**src/rtl/cpu_defs.sv**
```systemverilog
// Shared definitions for the multi-cycle MIPS-subset controller: state encodings,
// opcode/funct values, datapath select codes and small decode helpers.
package cpu_defs;

    typedef enum logic [2:0] {
        ST_FETCH  = 3'd0,
        ST_DECODE = 3'd1,
        ST_EXEC   = 3'd2,
        ST_MEM    = 3'd3,
        ST_WB     = 3'd4,
        ST_HALT   = 3'd5
    } state_t;

    localparam logic [5:0] OP_RTYPE = 6'h00;
    localparam logic [5:0] OP_J     = 6'h02;
    localparam logic [5:0] OP_JAL   = 6'h03;
    localparam logic [5:0] OP_BEQ   = 6'h04;
    localparam logic [5:0] OP_BNE   = 6'h05;
    localparam logic [5:0] OP_ADDI  = 6'h08;
    localparam logic [5:0] OP_XORI  = 6'h0E;
    localparam logic [5:0] OP_LW    = 6'h23;
    localparam logic [5:0] OP_SW    = 6'h2B;

    localparam logic [5:0] FN_ADD = 6'h20;
    localparam logic [5:0] FN_SUB = 6'h22;
    localparam logic [5:0] FN_SLT = 6'h2A;
    localparam logic [5:0] FN_JR  = 6'h08;

    localparam logic [2:0] ALU_ADD = 3'd0;
    localparam logic [2:0] ALU_SUB = 3'd1;
    localparam logic [2:0] ALU_SLT = 3'd2;
    localparam logic [2:0] ALU_XOR = 3'd3;

    localparam logic [1:0] RD_RT = 2'd0;
    localparam logic [1:0] RD_RD = 2'd1;
    localparam logic [1:0] RD_RA = 2'd2;

    localparam logic [1:0] M2R_ALU = 2'd0;
    localparam logic [1:0] M2R_MEM = 2'd1;
    localparam logic [1:0] M2R_PC  = 2'd2;

    // Instructions that go through EXEC (everything legal except j, jr, jal).
    function automatic logic is_exec_instr(input logic [5:0] op, input logic [5:0] fn);
        if (op == OP_RTYPE)
            return (fn == FN_ADD) || (fn == FN_SUB) || (fn == FN_SLT);
        return (op == OP_LW) || (op == OP_SW) || (op == OP_BEQ) || (op == OP_BNE) ||
               (op == OP_ADDI) || (op == OP_XORI);
    endfunction

    function automatic logic [2:0] alu_op_for(input logic [5:0] op, input logic [5:0] fn);
        if (op == OP_RTYPE) begin
            if (fn == FN_SUB) return ALU_SUB;
            if (fn == FN_SLT) return ALU_SLT;
            return ALU_ADD;
        end
        if ((op == OP_BEQ) || (op == OP_BNE)) return ALU_SUB;
        if (op == OP_XORI) return ALU_XOR;
        return ALU_ADD;
    endfunction

endpackage

```
**src/rtl/mem_wait_timer.sv**
```systemverilog
// Counts MEM cycles spent waiting for the data memory; expired marks the last
// cycle the controller may still accept mem_ready before declaring a bus error.
module mem_wait_timer #(
    parameter int MEM_TIMEOUT = 16
) (
    input  logic clk,
    input  logic rst_n,
    input  logic clear,
    input  logic enable,
    output logic expired
);

    localparam int W = $clog2(MEM_TIMEOUT + 1);

    logic [W-1:0] cnt;

    assign expired = (cnt == W'(MEM_TIMEOUT - 1));

    always_ff @(posedge clk or negedge rst_n) begin
        if (!rst_n)
            cnt <= '0;
        else if (clear)
            cnt <= '0;
        else if (enable && !expired)
            cnt <= cnt + W'(1);
    end

endmodule

```
**src/rtl/multicycle_control.sv**
```systemverilog
// Multi-cycle control FSM for the MIPS-subset CPU: sequences fetch, decode,
// execute, memory and write-back, and counts retired instructions.
module multicycle_control
    import cpu_defs::*;
#(
    parameter int CNT_WIDTH   = 32,
    parameter int MEM_TIMEOUT = 16
) (
    input  logic                 clk,
    input  logic                 rst_n,
    input  logic [31:0]          instruction,
    input  logic                 zero,
    input  logic                 mem_ready,
    output logic                 pc_write,
    output logic                 ir_write,
    output logic                 jump,
    output logic                 jump_reg,
    output logic                 branch,
    output logic                 inv_zero,
    output logic                 reg_write,
    output logic [1:0]           reg_dst,
    output logic [1:0]           mem_to_reg,
    output logic                 alu_src,
    output logic [2:0]           alu_op,
    output logic                 mem_read,
    output logic                 mem_write,
    output logic [2:0]           state,
    output logic                 halted,
    output logic                 bus_error,
    output logic                 illegal,
    output logic [CNT_WIDTH-1:0] retired
);

    state_t     state_r;
    logic [5:0] opcode_r, funct_r;
    logic [5:0] dec_op, dec_fn;
    logic       timer_expired;
    logic       unused_inputs;

    // The branch decision itself is made by the IFU, so zero is not consumed here.
    assign unused_inputs = ^{instruction[25:6], zero};
    assign dec_op = instruction[31:26];
    assign dec_fn = instruction[5:0];
    assign state  = state_r;

    mem_wait_timer #(.MEM_TIMEOUT(MEM_TIMEOUT)) u_timer (
        .clk     (clk),
        .rst_n   (rst_n),
        .clear   (state_r == ST_EXEC),
        .enable  ((state_r == ST_MEM) && !mem_ready),
        .expired (timer_expired)
    );

    // Outputs are gated by rst_n so strobes vanish the moment reset asserts.
    always_comb begin
        pc_write   = 1'b0;
        ir_write   = 1'b0;
        jump       = 1'b0;
        jump_reg   = 1'b0;
        branch     = 1'b0;
        inv_zero   = 1'b0;
        reg_write  = 1'b0;
        reg_dst    = RD_RT;
        mem_to_reg = M2R_ALU;
        alu_src    = 1'b0;
        alu_op     = ALU_ADD;
        mem_read   = 1'b0;
        mem_write  = 1'b0;
        halted     = 1'b0;
        if (rst_n) begin
            case (state_r)
                ST_FETCH: ir_write = 1'b1;
                ST_DECODE: begin
                    if (dec_op == OP_J) begin
                        jump     = 1'b1;
                        pc_write = 1'b1;
                    end else if ((dec_op == OP_RTYPE) && (dec_fn == FN_JR)) begin
                        jump_reg = 1'b1;
                        pc_write = 1'b1;
                    end
                end
                ST_EXEC: begin
                    alu_op  = alu_op_for(opcode_r, funct_r);
                    alu_src = (opcode_r == OP_ADDI) || (opcode_r == OP_XORI) ||
                              (opcode_r == OP_LW) || (opcode_r == OP_SW);
                    if ((opcode_r == OP_BEQ) || (opcode_r == OP_BNE)) begin
                        branch   = 1'b1;
                        inv_zero = (opcode_r == OP_BNE);
                        pc_write = 1'b1;
                    end
                end
                ST_MEM: begin
                    mem_read  = (opcode_r == OP_LW);
                    mem_write = (opcode_r == OP_SW);
                    pc_write  = (opcode_r == OP_SW) && mem_ready;
                end
                ST_WB: begin
                    reg_write = 1'b1;
                    pc_write  = 1'b1;
                    if (opcode_r == OP_RTYPE) begin
                        reg_dst = RD_RD;
                    end else if (opcode_r == OP_LW) begin
                        mem_to_reg = M2R_MEM;
                    end else if (opcode_r == OP_JAL) begin
                        reg_dst    = RD_RA;
                        mem_to_reg = M2R_PC;
                        jump       = 1'b1;
                    end
                end
                ST_HALT: halted = 1'b1;
                default: ;
            endcase
        end
    end

    always_ff @(posedge clk or negedge rst_n) begin
        if (!rst_n) begin
            state_r   <= ST_FETCH;
            opcode_r  <= '0;
            funct_r   <= '0;
            retired   <= '0;
            bus_error <= 1'b0;
            illegal   <= 1'b0;
        end else begin
            if (pc_write)
                retired <= retired + CNT_WIDTH'(1);
            case (state_r)
                ST_FETCH: state_r <= ST_DECODE;
                ST_DECODE: begin
                    opcode_r <= dec_op;
                    funct_r  <= dec_fn;
                    if ((dec_op == OP_J) || ((dec_op == OP_RTYPE) && (dec_fn == FN_JR)))
                        state_r <= ST_FETCH;
                    else if (dec_op == OP_JAL)
                        state_r <= ST_WB;
                    else if (is_exec_instr(dec_op, dec_fn))
                        state_r <= ST_EXEC;
                    else begin
                        illegal <= 1'b1;
                        state_r <= ST_HALT;
                    end
                end
                ST_EXEC: begin
                    if ((opcode_r == OP_BEQ) || (opcode_r == OP_BNE))
                        state_r <= ST_FETCH;
                    else if ((opcode_r == OP_LW) || (opcode_r == OP_SW))
                        state_r <= ST_MEM;
                    else
                        state_r <= ST_WB;
                end
                // mem_ready wins over an expiring timer in the same cycle.
                ST_MEM: begin
                    if (mem_ready)
                        state_r <= (opcode_r == OP_LW) ? ST_WB : ST_FETCH;
                    else if (timer_expired) begin
                        bus_error <= 1'b1;
                        state_r   <= ST_HALT;
                    end
                end
                ST_WB:   state_r <= ST_FETCH;
                ST_HALT: state_r <= ST_HALT;
                default: state_r <= ST_FETCH;
            endcase
        end
    end

endmodule

```
**config.mk**
```make
export PLATFORM = sky130hd
export DESIGN_NAME = multicycle_control
export DESIGN_NICKNAME = d
export VERILOG_FILES = /design/src/rtl/cpu_defs.sv /design/src/rtl/mem_wait_timer.sv /design/src/rtl/multicycle_control.sv
export SDC_FILE = /design/constraint.sdc
export NUM_CORES = 1
export LEC_CHECK = 0
export CORE_MARGIN = 2
export CORE_UTILIZATION = 40
export CTS_BUF_LIST = sky130_fd_sc_hd__clkbuf_8
export DETAILED_ROUTE_END_ITERATION = 8
export GPL_TIMING_DRIVEN = 0
export PLACE_DENSITY = 0.76
export SETUP_SLACK_MARGIN = 0.3
export SLEW_MARGIN = 25
export SYNTH_ARGS = -nofsm -noshare
export SYNTH_HDL_FRONTEND = slang
export SYNTH_SLANG_ARGS = --single-unit
```
**constraint.sdc**
```tcl
create_clock -name clk -period 3.8 [get_ports clk]
set_input_delay 1.14 -clock clk [delete_from_list [all_inputs] [get_ports clk]]
set_output_delay 1.14 -clock clk [all_outputs]
set_load 0.05 [all_outputs]
```
-- After elaboration in Yosys (flattened, before gate mapping)
Cells that the tools add are included.
- add/subtract/negate cells: 2
- equality and inequality tests: 28
- muxes and demuxes: 92
- bitwise operators: 4
- reduce and logical (&&, ||, !) cells: 25
- operators by type and width (cell ; number):
    3-bit two-way mux ; 20
    1-bit two-way mux ; 58
    6-bit equality test (second input constant) ; 9
    32-bit by 1-bit adder with 32-bit output (second input constant) ; 1
    6-bit by 4-bit equality test with 1-bit output (second input constant) ; 5
    6-bit by 3-bit equality test with 1-bit output (second input constant) ; 4
    6-bit by 2-bit equality test with 1-bit output (second input constant) ; 3
    2-bit two-way mux ; 9
    3-bit case mux with 5 select lines ; 1
    1-bit logical OR ; 13
    6-bit zero test ; 2
    5-bit two-way mux ; 2
    3-bit by 2-bit equality test with 1-bit output (second input constant) ; 2
    3-bit equality test (second input constant) ; 2
    5-bit by 1-bit adder with 5-bit output (second input constant) ; 1
    5-bit by 4-bit equality test with 1-bit output (second input constant) ; 1
    1-bit logical AND ; 4
    1-bit NOT ; 4
    1-bit case mux with 4 select lines ; 1
    4-bit AND reduction ; 1
    3-bit by 1-bit equality test with 1-bit output (second input constant) ; 1
    3-bit zero test ; 1
    3-bit by 2-bit != test with 1-bit output (second input constant) ; 1
    3-bit AND reduction ; 1
    other kinds (3) ; 4
- register bits: 54
- input bits: 36
- output and inout port bits: 55
- word-level logic and storage cells: 158

-- Logic depth before layout (Yosys ltp)
Gate-level depths: netlist (run 1).
- depth after elaboration: 19
- mapped depth: 7
- depth with buffers taken out: 7

-- Cells and area by module
Synthesis (run 1) repeated with hierarchy kept, for this count alone.
- cell total of the unflattened synthesis: 301
- area total of the unflattened synthesis: 3041.7 µm²
- modules (own cells, without submodules) (module ; times used ; cells an instance ; area each (µm²) ; seq. area each (µm²)):
    multicycle_control ; 1 ; 278 ; 2781.4 ; 1226.2
    mem_wait_timer ; 1 ; 23 ; 260.2 ; 125.1

-- Worst setup path before layout (run 1)
No wires, ideal clock.
- kind: input to output
- from: input port rst_n
- to: output port reg_dst[0]
- arrival time: 3.057 ns
- data required time: 2.660 ns
- slack: -0.397 ns
- cell stages on the path: 2
- path buffers: 0
- cell sequence: or3b_2 -> nor4_1
- cells in the longest elaborated chain, start to end: 1
- ends and longest elaborated chain (item ; RTL line ; text):
    start: declaration ; multicycle_control.sv:10 ; input logic rst_n,
    2-bit two-way mux ; multicycle_control.sv:70 ; if (rst_n) begin
    end: declaration ; multicycle_control.sv:21 ; output logic [1:0] reg_dst,
Every way passes these cells.

-- Final worst setup path (run 1)
- from: input port instruction[30]
- to: output port pc_write
- cells in the longest elaborated chain, start to end: 6
- elaborated cells on any way between the ends: 7
- classes of those cells: 1 x eq/ne; 4 x mux; 2 x reduce/logical
- ends and longest elaborated chain (item ; RTL line ; text):
    start: declaration ; multicycle_control.sv:11 ; input logic [31:0] instruction,
    6-bit zero test ; multicycle_control.sv:77 ; end else if ((dec_op == OP_RTYPE) && (dec_fn == FN_JR)) begin
    1-bit logical AND ; multicycle_control.sv:77 ;
    1-bit two-way mux ; multicycle_control.sv:77 ;
    1-bit two-way mux (*) ; multicycle_control.sv:74 ; if (dec_op == OP_J) begin
    1-bit case mux with 4 select lines (*) ; multicycle_control.sv:71 ; case (state_r)
    1-bit two-way mux (*) ; multicycle_control.sv:70 ;
    end: declaration ; multicycle_control.sv:14 ; output logic pc_write,
Every way passes the cells marked *; elsewhere a longest branch is shown, timed or not.

==> results_dict.tcl, run 1 <==
set metrics [dict create \
    gp_congestion 0.837 \
    worstPathArrival_ns 2.73 \
    hold_ws_ns 0.471 \
    dpl-instance-area_um2 4000 \
    relSlewSlack 0.583 \
    hold_path_class "reg2reg" \
    antenna_found_initial 0 \
    synth_top_cells_by_count "54 x dfrtp_1, 32 x xnor2_1, 13 x mux2_2, 13 x nor2_1" \
    synth_area_leader_cell "dfrtp_1" \
    synth_compound_area_frac 0.154 \
    worstMarginPinSlew_ns 0.623 \
    synthMuxAreaShare 0.0475 \
    irDropWorstVdd_uv 444 \
    violations "setup timing" \
    yosysMostFrequentCell "dfrtp_1" \
    setup_ws_ns -0.0651 \
    required_ns 2.66 \
    rsz0062_at_grt "true" \
    r2r-start "opcode_r[2]" \
    synth_warnings 0 \
    path_clk_slew_ns 0.09 \
    min-delay-start "bus_error" \
    drive_above_1_share 0.304 \
    ff2ff_path_depth 8 \
    r2r_end "retired[9]" \
    fin_skew_ns 0.0167 \
    numCtsBuffers 5 \
    holdBufCountCts 0 \
    cts_tree "built" \
    ys_seq_area_frac 0.439 \
    p_int_mw 1.23 \
    grt_pass1_wl_um 12300 \
    dominantRegCellSynth "dfrtp_1" \
    hpwlAfterDp_um 5060 \
    dieHeight_um 91.7 \
    fp.dieArea_um2 8420 \
    vias 2548 \
    dp_slack_ns -1.24 \
    drt-initial-drc-count 135 \
    grt_pass1_vias 2514 \
    yosys.area_share.simple 0.194 \
    wl_um 7160 \
    outcome "finished with violations" \
    crit_type "in2out" \
    instances_no_fill 467 \
    stdcell_area_um2 4290 \
    syn_area_um2 3080 \
    synth_area_per_cell_um2 11.0 \
    setup_viol 3 \
    rows 31 \
    insertion_delay_ns 0.31 \
    clk_path_buf_depth 2 \
    syn_nets 318 \
    cts.sink_count 54 \
    endpoint_kind "output port" \
    cp-start-kind "input port" \
    power.leakage_nw 1.78 \
    fillerInstances 654 \
    hold_viol_final 0 \
    dp.cells 447 \
    path_max_fanout 3 \
    initial_core_util 0.418 \
    synthArstFlopShare 1.00 \
    drc_errors 0 \
    p_sw_frac 0.379 \
    comb_power_share 0.403 \
    synth_area_leaders "dfrtp_1 44%, xnor2_1 9.1%, o2111ai_2 5.9%" \
    h-tree-depth 2 \
    p_switching_uw 749 \
    antenna_left 0 \
    fin_crit_sh 1.02 \
    track_usage 0.179 \
    synth-seq-cells 54 \
    area_delta_synth_final_pct 39.4 \
    dieWidth_um 91.7 \
    p_total_mw 1.98 \
    port_buffers 68 \
    viasPerCell 5.46 \
    tns_ns -0.0831 \
    core_area_um2 7370 \
    synthDistinctLibCells 56 \
    p_clk_frac 0.198 \
    power_density_nw_per_um2 461 \
    final.min_clock_period_ns 3.87 \
    grt_start_max_net_pins 27 \
    p_seq_frac 0.399 \
    synth_edf_count 0 \
    utilization 0.583 \
    hold_end "bus_error" \
    first_pass_iters 4 \
    diodes 0 \
    slew_violations 0 \
    min_path_cells 1 \
    wl_per_cell_um 15.3 \
    fmax_mhz 259 \
    maxCapViolations 0 \
    synthXorXnorAreaFrac 0.102 \
    synthAdderAreaFrac 0.0122 \
    yosys.area.top_type_share 0.439 \
    ios 91 \
    synth_top_family_by_area "simple AND/OR/NAND/NOR gates" \
    r2r_slack_ns 1.27 \
    netlist_instances 279 \
    layout.nets 406 \
    root_buffer "clkbuf_8" \
    grt-ovfl-total 0 \
]
-- layout by cell type, fill, tap and decap left out, types with 3 or more instances in the layout --
master	n
a31oi_1	3
nand2b_1	6
dlymetal6s2s_1	3
clkdlybuf4s50_1	44
o2111ai_2	12
ha_1	3
clkbuf_2	5
nor4_2	3
mux2_2	13
clkbuf_8	5
or2_2	3
nor3b_1	3
clkinvlp_4	3
nand2_1	9
xnor2_1	32
nor2_1	10
buf_6	3
o21ai_1	3
dfrtp_1	54
buf_2	13
buf_8	6
nor3_2	3
nor4_1	3
and3_1	12
nand4_1	3
o21ai_0	8
xor2_1	4
and2_1	3
buf_4	17
o2111ai_1	6
o211ai_1	8
and4_1	5
-- worst max-delay path by stage --
| stage | startpoint | endpoint | depth (start not counted) |
|---|---|---|---|
| after detailed placement | instruction[28] | pc_write | 7 |
| after global routing | instruction[30] | pc_write | 7 |
| final | instruction[30] | pc_write | 7 |
| after floorplan | instruction[28] | pc_write | 5 |
| after global placement | rst_n | pc_write | 7 |
| after CTS | instruction[28] | pc_write | 7 |
-- per-layer routing --
layer / part of all wire / global-route usage / up-vias
li1: - / - / 1213
met1: 0.47 / 0.252 / 1284
met2: 0.49 / 0.288 / 45
met3: 0.032 / 0.0288 / 6
met4: 0.011 / 0.0435 / 0
met5: 0 / 0 / -
-- final cells by class --
type | count | area, µm² | share of cell area
multi-input combinational | 201 | 1700 | 0.395
sequential | 54 | 1350 | 0.315
timing repair buffer | 81 | 838 | 0.195
buffer | 20 | 149 | 0.0347
tap | 99 | 124 | 0.0289
clock buffer | 5 | 68.8 | 0.0160
clock inverter | 3 | 45.0 | 0.0105
inverter | 4 | 21.3 | 0.00495
-- critical path, cell delays in order --
cell and delay (ns):
buf_6 0.09, or4_4 0.54, or4b_4 0.58, nor2_8 0.13, nor2_4 0.05, inv_4 0.05
buf_8 0.13
-- flip-flops by register name, summed over array words and instances, names as in the netlist --
| register | cells |
|---|---|
| state | 3 |
| retired | 32 |
| funct_r | 6 |
| illegal | 1 |
| bus_error | 1 |
| opcode_r | 6 |
| u_timer.cnt | 5 |
-- timing repair --
action | in CTS | in global routing
cloned | 2 | 0
hold endpoints to repair | 0 | 0
setup buffers | 4 | 6
pin swaps | 4 | 6
setup endpoints to repair | 17 | 11
resized for setup | 94 | 25
-- cell families (layout without fill, tap and decap cells) --
family	count (synthesis)	after routing
xor+xnor	36	36
fa+ha+maj	3	3
other cells	1	1
flops	54	54
mux	13	13
compound gates	55	55
buf+inv	24	113
simple gates	93	93
-- power groups by stage --
stage | Clock [mW] | Combinational, mW | Sequential (mW)
finish | 0.391 | 0.798 | 0.790
global placement | 0 | 0.743 | 0.793
CTS | 0.401 | 0.773 | 0.788
global route | 0.424 | 0.864 | 0.808
detailed placement | 0 | 0.757 | 0.799
floorplan | 0 | 0.473 | 0.869
Power figures use the tool's default switching activity.
==> run 2, diff against run 1 <==
--- a/config.mk
+++ b/config.mk
@@ -10,7 +10,7 @@
 export CTS_BUF_LIST = sky130_fd_sc_hd__clkbuf_8
 export DETAILED_ROUTE_END_ITERATION = 8
 export GPL_TIMING_DRIVEN = 0
-export PLACE_DENSITY = 0.76
+export PLACE_DENSITY = 0.7
 export SETUP_SLACK_MARGIN = 0.3
 export SLEW_MARGIN = 25
 export SYNTH_ARGS = -nofsm -noshare
==> results_dict.tcl, run 2 (same netlist as run 1, synthesis figures left out) <==
set metrics [dict create \
    cp-start-kind "input port" \
    endpoint_kind "output port" \
    antenna_found_initial 0 \
    first_pass_iters 4 \
    dieHeight_um 91.7 \
    stdcell_area_um2 4310 \
    worstMarginPinSlew_ns 1.01 \
    dieWidth_um 91.7 \
    r2r_slack_ns 1.21 \
    ff2ff_path_depth 9 \
    area_delta_synth_final_pct 40.1 \
    antenna_left 0 \
    grt-ovfl-total 0 \
    clk_path_buf_depth 2 \
    fin_crit_sh 1.02 \
    final.min_clock_period_ns 3.87 \
    grt_pass1_vias 2373 \
    wl_per_cell_um 15.7 \
    min_path_cells 1 \
    insertion_delay_ns 0.32 \
    setup_ws_ns -0.0718 \
    layout_common_cells "54 x dfrtp_1, 44 x clkdlybuf4s50_1, 32 x xnor2_1" \
    fmax_mhz 258 \
    track_usage 0.182 \
    dp_slack_ns -1.26 \
    numCtsBuffers 5 \
    regMostFlops "retired" \
    outcome "finished with violations" \
    worstPathArrival_ns 2.73 \
    rows 31 \
    required_ns 2.66 \
    rsz0062_at_grt "true" \
    violations "setup timing" \
    maxCapViolations 0 \
    diodes 0 \
    hpwlAfterDp_um 5130 \
    grt_start_max_net_pins 24 \
    relSlewSlack 0.322 \
    power.leakage_nw 1.78 \
    drt-initial-drc-count 84 \
    cts_tree "built" \
    wl_um 7380 \
    core_area_um2 7370 \
    irDropWorstVdd_uv 268 \
    path_max_fanout 3 \
    hold_ws_ns 0.469 \
    root_buffer "clkbuf_8" \
    power_density_nw_per_um2 462 \
    path_clk_slew_ns 0.10 \
    hold_viol_final 0 \
    initial_core_util 0.418 \
    grt_pass1_wl_um 12300 \
    vias 2490 \
    setup_viol 2 \
    h-tree-depth 2 \
    viasPerCell 5.31 \
    cts.sink_count 54 \
    fin_skew_ns 0.0142 \
    slew_violations 0 \
    dpl-instance-area_um2 4000 \
    final_common_cell "dfrtp_1" \
    drive_above_1_share 0.295 \
    utilization 0.585 \
    gp_congestion 0.843 \
    port_buffers 68 \
    p_total_mw 1.99 \
    ios 91 \
    hold_path_class "reg2reg" \
    layout.nets 408 \
    crit_type "in2out" \
    drc_errors 0 \
    largestRegisters "retired: 32 flops, funct_r: 6 flops, opcode_r: 6 flops" \
    fp.dieArea_um2 8420 \
    largest_reg_flops 32 \
]
==> run 2: cell type report <==
type | count | area [µm²]
Fill cell | 653 | 3060
Multi-Input combinational cell | 201 | 1690
Sequential cell | 54 | 1350
Timing Repair Buffer | 83 | 865
Buffer | 20 | 148
Tap cell | 99 | 124
Clock buffer | 5 | 68.8
Clock inverter | 3 | 48.8
Inverter | 4 | 21.3
==> run 2: worst paths after layout <==
check | end | from
setup / recovery | pc_write | instruction[30]
hold / removal | bus_error | bus_error
setup reg to reg | retired[7] | opcode_r[2]
hold reg to reg | bus_error | bus_error
max in group asynchronous | state[1] | rst_n
min in group asynchronous | funct_r[0] | rst_n
==> run 2: report_power, final <==
part | internal (mW) | total, mW | switching (mW)
Clock | 0.201 | 0.402 | 0.201
Combinational | 0.343 | 0.803 | 0.460
Sequential | 0.689 | 0.789 | 0.0998
Total | 1.23 | 1.99 | 0.761
==> run 2: repair_timing <==
action	CTS	global route
pin swaps	4	5
endpoints found under the setup margin	17	11
gates resized for setup	90	17
setup buffers	6	6
gates cloned	2	0
hold buffers	0	0
==> run 2: stage by stage <==
step           std cells  TNS, ns
3_5_place_dp         447    -7.63
3_3_place_gp         446  -113.88
6_report             469  -0.0858
2_1_floorplan        279        0
4_1_cts              463   -0.283
5_1_grt              469   -0.152
==> run 2: layer usage <==
layer	routed length [µm]	track usage	vias up
li1	-	-	1215
met1	3380	0.249	1230
met2	3720	0.306	41
met3	205	0.0288	4
met4	72	0.0410	0
met5	0	0	-
==> run 2: worst max-delay path, cell delays in order <==
cell    delay [ns]
buf_6         0.09
or4_4         0.54
or4b_4        0.58
nor2_8        0.13
nor2_4        0.05
inv_4         0.05
buf_8         0.13
==> run 3, diff against run 2 <==
--- a/config.mk
+++ b/config.mk
@@ -5,11 +5,13 @@
 export SDC_FILE = /design/constraint.sdc
 export NUM_CORES = 1
 export LEC_CHECK = 0
+export ABC_CLOCK_PERIOD_IN_PS = 3800
 export CORE_MARGIN = 2
 export CORE_UTILIZATION = 40
 export CTS_BUF_LIST = sky130_fd_sc_hd__clkbuf_8
 export DETAILED_ROUTE_END_ITERATION = 8
 export GPL_TIMING_DRIVEN = 0
+export HOLD_SLACK_MARGIN = 0.05
 export PLACE_DENSITY = 0.7
 export SETUP_SLACK_MARGIN = 0.3
 export SLEW_MARGIN = 25
==> results of run 3 <==
Same layout as run 2: the final DEF is identical, and so are final timing and power.
==> edit 1: new RTL, config.mk and constraints of run 3 <==
`CNT_WIDTH`: 32 -> 28.
--- a/src/rtl/multicycle_control.sv
+++ b/src/rtl/multicycle_control.sv
@@ -4,5 +4,5 @@
     import cpu_defs::*;
 #(
-    parameter int CNT_WIDTH   = 32,
+    parameter int CNT_WIDTH   = 28,
     parameter int MEM_TIMEOUT = 16
 ) (
Interface: changed (resized retired); port bits go from 91 to 87. The function was not compared with the original's and may differ.
==> edit 1 against run 3 <==
Register-to-register slack worse by 0.21 ns; worst hold slack better by 0.0037 ns; routed wire length down 4.5%; setup slack better by 0.35 ns; area after synthesis down 8.9%; via count down 1.2%; total power down 1.2%; final area down 8.8%; non-clock buffer count down 11; clock power down 3%; sequential cell count down 4; largest power group unchanged; highest routed layer unchanged.
==> edit 1: results (changes against run 3) <==
- Sequential Power Share: 39.8% (was 39.6%)
- Synthesized instance count: 273 (was 279)
- Flop2flop setup slack: 1.00 ns (was 1.21 ns)
- Register area share after synthesis: 44.6% (was 43.9%)
- GPL Wtd Cong: 0.831 (was 0.843)
- Fin cells: 456 (was 469)
- Iteration-0 DRC Markers: 152 (was 84)
- Reg2Reg Depth: 10 (was 9)
- M2 GR Usage: 31.1% (was 30.6%)
- Pleak: 1.63 nW (was 1.78 nW)
- Initial antenna violation count: 0 (unchanged)
- Inst Count DP: 434 (was 447)
- Vias in the first global route: 2397 (was 2373)
- Hold Worst Slack: 0.473 ns (was 0.469 ns)
- Setup Skew: 0.0145 ns (was 0.0142 ns)
- Final Net Count: 398 (was 408)
- Net count after synthesis: 312 (was 318)
- Clock transition at path regs: 0.09 ns
- Ranking of synthesized cells by instance count: dfrtp_1, xnor2_1, nor2_1, o2111ai_1 (was dfrtp_1, xnor2_1, mux2_2, nor2_1)
- RR Endpoint: retired[14] (was retired[7])
- Post-CTS sizing: 88 (was 90)
- Wire length on met2: 3390 µm (was 3720 µm)
- Status: complete, no violations (was finished with violations)
- Peak supply drop: 0.314 mV (was 0.268 mV)
- DR WL met3: 398 µm (was 205 µm)
- Overall routing resource usage: 19.0% (was 18.2%)
- Crit Path Max Fanout: 5 (was 3)
- Switching share of total power: 40.1% (was 38.2%)
- Slowest CP cell: nor4_4 (was or4b_4)
- Clk power: 0.388 mW (was 0.402 mW)
- Post-Route WL: 7040 µm (was 7380 µm)
- Synth unique cells: 47 (was 56)
- Dpl hpwl: 5000 µm (was 5130 µm)
- R2r startpoint: state[0] (was opcode_r[2])
- Share of cells above drive strength 1: 21.4% (was 29.5%)
- Synth area leaders: dfrtp_1, xnor2_1, mux2_2 (was dfrtp_1, xnor2_1, o2111ai_2)
- Met1 Usage GRT: 25.8% (was 24.9%)
- Worst-Margin Slew: 0.863 ns (was 1.01 ns)
- IO buf count: 64 (was 68)
- CP max stage delay: 0.31 ns (was 0.58 ns)
- Top flop regs: retired: 28 flops, funct_r: 6 flops, opcode_r: 6 flops (was retired: 32 flops, funct_r: 6 flops, opcode_r: 6 flops)
- First-pass GRT wire length: 11600 µm (was 12300 µm)
- Setup bufs post-CTS: 7 (was 6)
- Filler instances: 591 (was 653)
- Met3 Resource Use GR: 4.15% (was 2.88%)
- CTS Root Cell: clkbuf_8 (unchanged)
- Largest net degree at the start of global routing: 27 (was 24)
- Length of routed wiring on met1: 3120 µm (was 3380 µm)
edit 1: cell count changes after synthesis, sizes merged, moves of 3 or more:
cell,run 3,this run
nor2,14,25
dfrtp,54,50
buf,16,7
and4,6,3
o2111ai,18,15
nand3,2,9
xnor2,32,29
a311oi,0,3
or2,3,0
edit 1: cell families after synthesis:
kind of cell | share of synthesized area (%)
flops | 44.6
simple gates | 21.3
other cells | 0.134
buf+inv | 3.70
mux | 5.58
xor+xnor | 10.0
fa+ha+maj | 1.34
compound gates | 13.3
edit 1: final cells by class:
| type | instances | share of cell area (%) |
|---|---|---|
| multi-input cells | 204 | 39.4 |
| repair buffers | 79 | 20.1 |
| clock buffers | 5 | 1.75 |
| plain buffers | 13 | 2.07 |
| inverters | 6 | 0.573 |
| clock inverters | 3 | 1.21 |
| flip-flops and latches | 50 | 31.8 |
| well taps | 96 | 3.05 |
edit 1: metrics by stage:
stage / power, mW / util (%) / setup WS [ns] / instance area, µm²
2_1_floorplan: 1.33 / - / 0.0595 / 2830
3_3_place_gp: 1.54 / 52.9 / -2.81 / 3590
3_5_place_dp: 1.56 / 53.2 / -1.26 / 3620
4_1_cts: 1.96 / 56.8 / 0.143 / 3860
5_1_grt: 2.09 / 57.9 / 0.221 / 3930
6_report: 1.97 / 57.9 / 0.275 / 3930
edit 1: worst max path at each step:
stage	start	to	slack, ns	cells after the start
final	instruction[29]	pc_write	0.28	8
after global routing	instruction[5]	pc_write	0.22	7
after CTS	mem_ready	pc_write	0.14	7
after detailed placement	instruction[28]	pc_write	-1.26	7
after global placement	rst_n	pc_write	-2.81	6
after floorplan	state[1]	inv_zero	0.06	5
==> edit 2: new RTL, config.mk and constraints of run 3 <==
Made on the original files. Make the reset (`rst_n`) synchronous in 2 clocked blocks.
--- a/src/rtl/mem_wait_timer.sv
+++ b/src/rtl/mem_wait_timer.sv
@@ -17,5 +17,5 @@
     assign expired = (cnt == W'(MEM_TIMEOUT - 1));
 
-    always_ff @(posedge clk or negedge rst_n) begin
+    always_ff @(posedge clk) begin
         if (!rst_n)
             cnt <= '0;
--- a/src/rtl/multicycle_control.sv
+++ b/src/rtl/multicycle_control.sv
@@ -114,5 +114,5 @@
     end
 
-    always_ff @(posedge clk or negedge rst_n) begin
+    always_ff @(posedge clk) begin
         if (!rst_n) begin
             state_r   <= ST_FETCH;
Behaviour: differs if rst_n is asserted again (counterexample within 4 cycles, from zero or initial values and one cycle with rst_n low); with rst_n held inactive, the same outputs for 10 cycles.
==> edit 2 against run 3 <==
Clock skew is 0.0058 ns lower; sequential power fell by 15%; setup slack improved by 0.12 ns; register-to-register slack got worse by 0.18 ns; total power down 18%; sequential cell count did not move; area after synthesis shrank 4.7%; via count grew 30%; first-iteration DRC count rose to 2.7 times the old value; final area is 6.3% lower; routed wire length increased by 21%; global-route usage is 4.5 points higher; largest power group is now registers.
==> edit 2: results (changes against run 3) <==
- Iteration-0 DRC Markers: 229 (was 84)
- Overall routing resource usage: 22.8% (was 18.2%)
- Filler instances: 673 (was 653)
- GPL Wtd Cong: 0.866 (was 0.843)
- Worst EP arrival: 2.61 ns (was 2.73 ns)
- Largest delay share family, worst path: buffers and inverters (was simple AND/OR/NAND/NOR gates)
- Register area: 1080 µm² (was 1350 µm²)
- Synth area leaders: dfxtp_1, a21oi_1, nand2_1 (was dfrtp_1, xnor2_1, o2111ai_2)
- Worst-Margin Slew: 0.871 ns (was 1.01 ns)
- Sequential share of cell area: 26.7% (was 31.3%)
- Largest net degree at the start of global routing: 17 (was 24)
- Ranking of synthesized cells by instance count: dfxtp_1, nand2_1, a21oi_1, nor2_1, o31ai_1 (was dfrtp_1, xnor2_1, mux2_2, nor2_1)
- Final Net Count: 504 (was 408)
- Net count after synthesis: 420 (was 318)
- Dpl hpwl: 6320 µm (was 5130 µm)
- Register area share after synthesis: 36.8% (was 43.9%)
- Flop2flop setup slack: 1.03 ns (was 1.21 ns)
- Setup Skew: 0.00842 ns (was 0.0142 ns)
- Share of cells above drive strength 1: 15.2% (was 29.5%)
- Synth unique cells: 47 (was 56)
- Peak supply drop: 0.256 mV (was 0.268 mV)
- Status: complete, no violations (was finished with violations)
- DP Area: 3850 µm² (was 4000 µm²)
- Vias in the first global route: 3030 (was 2373)
- IO buf count: 67 (was 68)
- Inst Count DP: 547 (was 447)
- Pleak: 1.31 nW (was 1.78 nW)
- Slowest CP cell: or3_4 (was or4b_4)
- Sw power: 0.666 mW (was 0.761 mW)
- Chip width: 89.6 µm (was 91.7 µm)
[edit 2: logic make-up (layout without fill, tap and decap cells)]
group                    Yosys count  after routing  synth area share, %
flip-flops                        54             54                 36.8
buffers and inverters             37            122                 5.67
other                              1              1                0.128
AO/OA/AOI/OAI                     96             96                 20.9
AND/OR/NAND/NOR                  182            182                 32.7
XOR/XNOR                           6              6                 1.79
multiplexers                       2              2                0.682
adder cells (fa/ha/maj)            3              3                 1.28
[edit 2: metal layers]
metal	wire, µm	part of all wire, %	global-route usage (%)	vias to the layer above
li1	-	-	-	1584
met1	4190	47	30.3	1549
met2	4290	48	38.5	80
met3	323	3.6	3.75	15
met4	116	1.3	5.70	0
met5	0	0	0	-
[edit 2: path summary, 6_finish.rpt]
check / to / cells after the start / from
worst min-delay path: funct_r[0] / 2 / funct_r[0]
worst max register to register: retired[31] / 9 / state[1]
worst min register to register: funct_r[0] / 2 / funct_r[0]
worst max-delay path: pc_write / 8 / instruction[0]
[edit 2: power groups by stage]
stage | combinational, mW | clock, mW | sequential, mW
after floorplan | 0.378 | 0 | 0.733
after global placement | 0.605 | 0 | 0.680
after detailed placement | 0.610 | 0 | 0.681
after CTS | 0.643 | 0.326 | 0.668
after global routing | 0.701 | 0.350 | 0.677
final | 0.645 | 0.315 | 0.668
[edit 2: worst min-delay path: stages, from the launching register on]
cell and delay, ns:
dfxtp_1 0.33, nand2_1 0.05, a21oi_1 0.05
[edit 2: what timing repair did]
| action | 4_1_cts | 5_1_grt |
|---|---|---|
| gates resized for setup | 109 | 8 |
| endpoints found under the hold margin | 0 | 0 |
| endpoints found under the setup margin | 17 | 12 |
| pin swaps | 8 | 1 |
| buffers inserted | 10 | 0 |
